### src/rtl/tetris_pkg.sv
// tetris_pkg: board geometry, cell encoding, line-clear FSM states and the score table
// shared by the board datapath blocks.
package tetris_pkg;

   localparam int ROWS    = 20;
   localparam int COLS    = 10;
   localparam int COLOR_W = 24;
   localparam int ROW_W   = 5;

   localparam logic [COLOR_W-1:0] EMPTY_CELL = '0;

   // Row pointers carry one extra sign bit so stepping below row 0 shows up as negative.
   typedef logic signed [ROW_W:0] rowPtr_t;

   localparam rowPtr_t PTR_ONE = rowPtr_t'(1);
   localparam rowPtr_t PTR_TOP = rowPtr_t'(ROWS - 1);

   typedef enum logic [2:0] {
      LC_IDLE,
      LC_RD_ADDR,
      LC_RD_WAIT,
      LC_EVAL,
      LC_WR,
      LC_CLR,
      LC_DONE
   } lcState_t;

   localparam logic [10:0] SCORE_0 = 11'd0;
   localparam logic [10:0] SCORE_1 = 11'd40;
   localparam logic [10:0] SCORE_2 = 11'd100;
   localparam logic [10:0] SCORE_3 = 11'd300;
   localparam logic [10:0] SCORE_4 = 11'd1200;

   // Once the read pointer has passed row 0, any rows left above the write pointer are zero-filled.
   function automatic lcState_t exitState(input rowPtr_t rd, input rowPtr_t wr);
      if (!rd[ROW_W]) return LC_RD_ADDR;
      return wr[ROW_W] ? LC_DONE : LC_CLR;
   endfunction

   function automatic logic [10:0] scoreFor(input logic [2:0] cnt);
      case (cnt)
         3'd0:    return SCORE_0;
         3'd1:    return SCORE_1;
         3'd2:    return SCORE_2;
         3'd3:    return SCORE_3;
         default: return SCORE_4;
      endcase
   endfunction

endpackage

### src/rtl/row_full_detect.sv
// row_full_detect: combinational check that every cell of a packed row holds a non-empty colour.
module row_full_detect
   import tetris_pkg::*;
#(
   parameter int NUM_COLS = COLS,
   parameter int CELL_W   = COLOR_W
) (
   input  logic [NUM_COLS*CELL_W-1:0] i_row,
   output logic                       o_full
);

   logic [NUM_COLS-1:0] w_cellFilled;

   always_comb begin
      w_cellFilled = '0;
      for (int c = 0; c < NUM_COLS; c++) begin
         w_cellFilled[c] = |i_row[c*CELL_W +: CELL_W];
      end
   end

   assign o_full = &w_cellFilled;

endmodule

### src/rtl/line_clear_engine.sv
// line_clear_engine: scans the board bottom-up, drops full rows, compacts survivors and zero-fills the top.
// Optional score output is enabled with the LINE_CLEAR_SCORE_EN macro.
module line_clear_engine
   import tetris_pkg::*;
(
   input  logic                     clk,
   input  logic                     rst,
   input  logic                     start,
   input  logic [COLS*COLOR_W-1:0]  rd_data,
   output logic [ROW_W-1:0]         row_addr,
   output logic [COLS*COLOR_W-1:0]  wr_data,
   output logic [COLS-1:0]          we,
   output logic                     busy,
   output logic                     done,
   output logic [2:0]               lines_cleared
`ifdef LINE_CLEAR_SCORE_EN
   ,
   output logic [10:0]              score_add
`endif
);

   lcState_t r_state;
   rowPtr_t  r_rd;
   rowPtr_t  r_wr;
   logic [2:0] r_cnt;

   logic     w_rowFull;
   rowPtr_t  w_evalRd;
   rowPtr_t  w_evalWr;
   logic [2:0] w_evalCnt;
   logic     w_evalWrite;
   lcState_t w_evalNext;
   rowPtr_t  w_wrRd;
   rowPtr_t  w_wrWr;
   lcState_t w_wrNext;

   row_full_detect #(
      .NUM_COLS (COLS),
      .CELL_W   (COLOR_W)
   ) u_rowFull (
      .i_row  (rd_data),
      .o_full (w_rowFull)
   );

   // Pointer updates for the row being evaluated; a surviving row that is already in place needs no write.
   always_comb begin
      w_evalRd    = r_rd;
      w_evalWr    = r_wr;
      w_evalCnt   = r_cnt;
      w_evalWrite = 1'b0;
      if (w_rowFull) begin
         w_evalRd  = r_rd - PTR_ONE;
         w_evalCnt = (r_cnt == 3'd7) ? r_cnt : r_cnt + 3'd1;
      end else if (r_wr == r_rd) begin
         w_evalRd = r_rd - PTR_ONE;
         w_evalWr = r_wr - PTR_ONE;
      end else begin
         w_evalWrite = 1'b1;
      end
      w_evalNext = exitState(w_evalRd, w_evalWr);
   end

   always_comb begin
      w_wrRd   = r_rd - PTR_ONE;
      w_wrWr   = r_wr - PTR_ONE;
      w_wrNext = exitState(w_wrRd, w_wrWr);
   end

   // All outputs are registered, so write cycles are set up on the edge that enters WR or CLR.
   // wr_data doubles as the row buffer holding the last evaluated row.
   always_ff @(posedge clk) begin
      if (rst) begin
         r_state       <= LC_IDLE;
         r_rd          <= '0;
         r_wr          <= '0;
         r_cnt         <= '0;
         row_addr      <= '0;
         wr_data       <= '0;
         we            <= '0;
         busy          <= 1'b0;
         done          <= 1'b0;
         lines_cleared <= '0;
`ifdef LINE_CLEAR_SCORE_EN
         score_add     <= '0;
`endif
      end else begin
         we   <= '0;
         done <= 1'b0;
         case (r_state)
            LC_IDLE: begin
               if (start) begin
                  r_rd    <= PTR_TOP;
                  r_wr    <= PTR_TOP;
                  r_cnt   <= '0;
                  busy    <= 1'b1;
                  r_state <= LC_RD_ADDR;
               end
            end
            LC_RD_ADDR: begin
               row_addr <= r_rd[ROW_W-1:0];
               r_state  <= LC_RD_WAIT;
            end
            LC_RD_WAIT: begin
               r_state <= LC_EVAL;
            end
            LC_EVAL: begin
               wr_data <= rd_data;
               if (w_evalWrite) begin
                  row_addr <= r_wr[ROW_W-1:0];
                  we       <= '1;
                  r_state  <= LC_WR;
               end else begin
                  r_rd    <= w_evalRd;
                  r_wr    <= w_evalWr;
                  r_cnt   <= w_evalCnt;
                  r_state <= w_evalNext;
                  if (w_evalNext == LC_CLR) begin
                     row_addr <= w_evalWr[ROW_W-1:0];
                     wr_data  <= {COLS{EMPTY_CELL}};
                     we       <= '1;
                  end
               end
            end
            LC_WR: begin
               r_rd    <= w_wrRd;
               r_wr    <= w_wrWr;
               r_state <= w_wrNext;
               if (w_wrNext == LC_CLR) begin
                  row_addr <= w_wrWr[ROW_W-1:0];
                  wr_data  <= {COLS{EMPTY_CELL}};
                  we       <= '1;
               end
            end
            LC_CLR: begin
               r_wr <= w_wrWr;
               if (r_wr == '0) begin
                  r_state <= LC_DONE;
               end else begin
                  row_addr <= w_wrWr[ROW_W-1:0];
                  we       <= '1;
               end
            end
            LC_DONE: begin
               done          <= 1'b1;
               busy          <= 1'b0;
               lines_cleared <= r_cnt;
`ifdef LINE_CLEAR_SCORE_EN
               score_add     <= scoreFor(r_cnt);
`endif
               r_state       <= LC_IDLE;
            end
            default: begin
               r_state <= LC_IDLE;
            end
         endcase
      end
   end

endmodule
### config.mk
export PLATFORM = sky130hd
export DESIGN_NAME = line_clear_engine
export DESIGN_NICKNAME = d
export VERILOG_FILES = /design/src/rtl/tetris_pkg.sv /design/src/rtl/row_full_detect.sv /design/src/rtl/line_clear_engine.sv
export SDC_FILE = /design/constraint.sdc
export NUM_CORES = 1
export LEC_CHECK = 0
export ABC_AREA = 1
export CAP_MARGIN = 25
export CORE_AREA = 3 3 197 199
export DETAILED_ROUTE_END_ITERATION = 8
export DIE_AREA = 0 0 200 202
export PLACE_DENSITY_LB_ADDON = 0.12
export RECOVER_POWER = 100
export SETUP_SLACK_MARGIN = 0.05
export SYNTH_ARGS = -nofsm -noshare
export SYNTH_HDL_FRONTEND = slang
export SYNTH_SLANG_ARGS = --single-unit
### constraint.sdc
create_clock -name clk -period 3.3 [get_ports clk]
set_clock_uncertainty 0.1 [all_clocks]
set_input_delay 0.66 -clock clk [delete_from_list [all_inputs] [get_ports clk]]
set_output_delay 0.66 -clock clk [all_outputs]
set_load 0.05 [all_outputs]
==> impl_metrics.json <==
{
  "drv_cap": 1,
  "ys_ff_latch": 269,
  "rsz0062_at_grt": "no",
  "routabilityCongestion": 0.852,
  "hold_viol_final": 0,
  "status": "finished with violations",
  "min_period_ns": 3.02,
  "dr_total_vias": 12700,
  "num_io_pins": 503,
  "drive_gt1_frac": 0.163,
  "numCtsBuffers": 34,
  "place_area_um2": 19000,
  "synth.avg_cell_area_um2": 8.44,
  "path_clk_slew_ns": 0.05,
  "wl_per_cell_um": 18.4,
  "clk_path_buf_depth": 3,
  "crit_path_end_kind": "register",
  "syn-num-nets": 1841,
  "finalPower_uw": 10500,
  "synthCells": 1594,
  "nNetsFinal": 2317,
  "dieArea_um2": 40400,
  "worst_slew_pin_slew_ns": 1.59,
  "slew_headroom": -0.0591,
  "design_area_um2": 19300,
  "synth_top_area_cell": "dfxtp_1",
  "dr.pass1.iters": 5,
  "grt_max_degree": 111,
  "max_freq_mhz": 331,
  "crit_arrival_ns": 3.34,
  "drc": 0,
  "cts_resized": 0,
  "min_path_type": "register to register",
  "rrSetupSlack_ns": 0.78,
  "die_h_um": 202,
  "grt_pass1_wl_mm": 73.2,
  "setup_viol": 0,
  "ant_nets": 0,
  "vias_per_cell": 4.86,
  "drt-initial-drc-count": 636,
  "row_count": 71,
  "synth_top_area_frac": 0.400,
  "numClockSinks": 269,
  "cts_setup_buffers": 0,
  "cp_max_fo": 15,
  "synthTopCellsByArea": "dfxtp_1 40%, nand3_2 15%, a21oi_2 13%",
  "die_w_um": 200,
  "yosysSeqAreaShare": 0.400,
  "clkLatencyLatePin_ns": 0.49,
  "synth_cell_type_count": 35,
  "grt_pass1_vias": 12700,
  "peakVddDrop_uv": 328,
  "antenna_found_initial": 3,
  "violations": "capacitance limit, slew limit",
  "core-area_um2": 37400,
  "dp_hpwl_mm": 35.6,
  "startpoint_type": "primary input",
  "clockRootBuffer": "clkbuf_16",
  "criticalPathCategory": "primary input to register",
  "syn_area_um2": 13500,
  "powerDensity_nw_per_um2": 544,
  "crit_required_ns": 3.62,
  "htreeDepth": 2,
  "grt_use_total": 0.228,
  "gr-total-overflow": 0,
  "syn_to_final_growth_pct": 43.5,
  "fin_setup_tns_ns": 0,
  "period_share": 0.916,
  "port_buffers": 502,
  "slew_viol_final": 47,
  "finalHoldWorstSlack_ns": 0.359,
  "power.leakage_uw": 0.00734,
  "routed_wl_mm": 48.0,
  "initial_utilization": 0.360,
  "ys_warn_count": 0,
  "ctsHoldBuffers": 0,
  "cts_tree": "built"
}
==> metal layers <==
metal | wire [um] | GRT usage | up-vias
met5 | 13 | 0 | -
met4 | 1180 | 0.0553 | 2
met3 | 4320 | 0.0825 | 72
met2 | 23300 | 0.388 | 393
met1 | 19200 | 0.274 | 5953
li1 | - | - | 6241
==> cell usage after synthesis (all sizes together) <==
cell,n
nand2,390
nand3,272
dfxtp,269
a21oi,259
nor2,192
buf,77
clkbuf,45
inv,35
o21ai,14
xor2,11
nor3,5
o21a,5
ha,4
nand4,4
o211ai,4
or2,2
a31oi,1
clkinv,1
nand3b,1
nor4,1
o32ai,1
xnor2,1
==> report_power, final <==
part | internal (uW) | leakage [uW] | total (uW) | switching [uW]
sequential | 3410 | 0.00217 | 3520 | 110
clock | 2240 | 0.000524 | 3650 | 1410
combinational | 1290 | 0.00464 | 3330 | 2040
==> worst paths after layout <==
check                                   from  cells past startpoint      endpoint
worst min-delay path            wr_data[225]                      2  wr_data[225]
worst max register to register       r_rd[3]                     13  wr_data[229]
worst max-delay path            rd_data[239]                     15   wr_data[97]
worst min register to register  wr_data[225]                      2  wr_data[225]
==> registers in the layout, summed over array words and instances (netlist names) <==
name           flops
we                 1
done               1
r_rd               6
wr_data          240
lines_cleared      3
r_cnt              3
r_state            3
busy               1
r_wr               6
row_addr           5
==> cell families (layout without fill, tap and decap cells) <==
kind of cell / count (synthesis) / in the layout / share of synthesized area
and+or+nand+nor: 867 / 867 / 0.347
AOI/OAI and AO/OA: 284 / 284 / 0.164
DFF: 269 / 269 / 0.400
buffers and inverters: 158 / 656 / 0.0777
xor gates and xnor gates: 12 / 12 / 0.00781
adders and majority gates: 4 / 4 / 0.00372
other: 0 / 2 / 0
==> layout make-up <==
type | count | area [um2]
diodes | 2 | 5.00
repair buffers | 562 | 5740
multi-input cells | 1167 | 6320
clock inverters | 3 | 68.8
well taps | 511 | 639
clock buffers | 55 | 1010
inverters | 36 | 140
fillers | 3656 | 18100
flip-flops and latches | 269 | 5390
==> critical path, cell delays in order <==
cell	delay, ns
dlygate4sd3_1	0.63
nor2_1	0.07
nand2_1	0.16
nor2_1	0.07
nand3_1	0.16
o21ai_1	0.10
nor2_1	0.23
nand2_1	0.18
nand2_1	0.10
nand2_1	0.12
nand3_4	0.18
buf_12	0.19
clkbuf_2	0.24
nand3_2	0.09
a21oi_2	0.14
==> cell usage in the layout, fill, tap and decap left out, types with 6 or more instances in the layout <==
| master | n |
|---|---|
| dfxtp_1 | 269 |
| clkbuf_1 | 17 |
| nor2_1 | 192 |
| buf_12 | 23 |
| inv_1 | 33 |
| nand2_1 | 386 |
| o21ai_0 | 11 |
| a21oi_2 | 73 |
| xor2_1 | 11 |
| clkbuf_8 | 6 |
| dlygate4sd3_1 | 261 |
| nand3_1 | 115 |
| clkbuf_16 | 35 |
| clkdlybuf4s50_1 | 240 |
| buf_4 | 30 |
| a21oi_1 | 186 |
| nand3_2 | 156 |
==> through the flow <==
| step | util | setup WS, ns | cells |
|---|---|---|---|
| after floorplan | - | 1.05 | 1594 |
| after CTS | 0.536 | 0.409 | 2603 |
| after global routing | 0.516 | 0.104 | 2605 |
| final | 0.516 | 0.277 | 2605 |
| after detailed placement | 0.507 | -0.110 | 2545 |
| after global placement | 0.507 | -0.0596 | 2545 |
No activity file was read; power rests on OpenSTA's default activity.
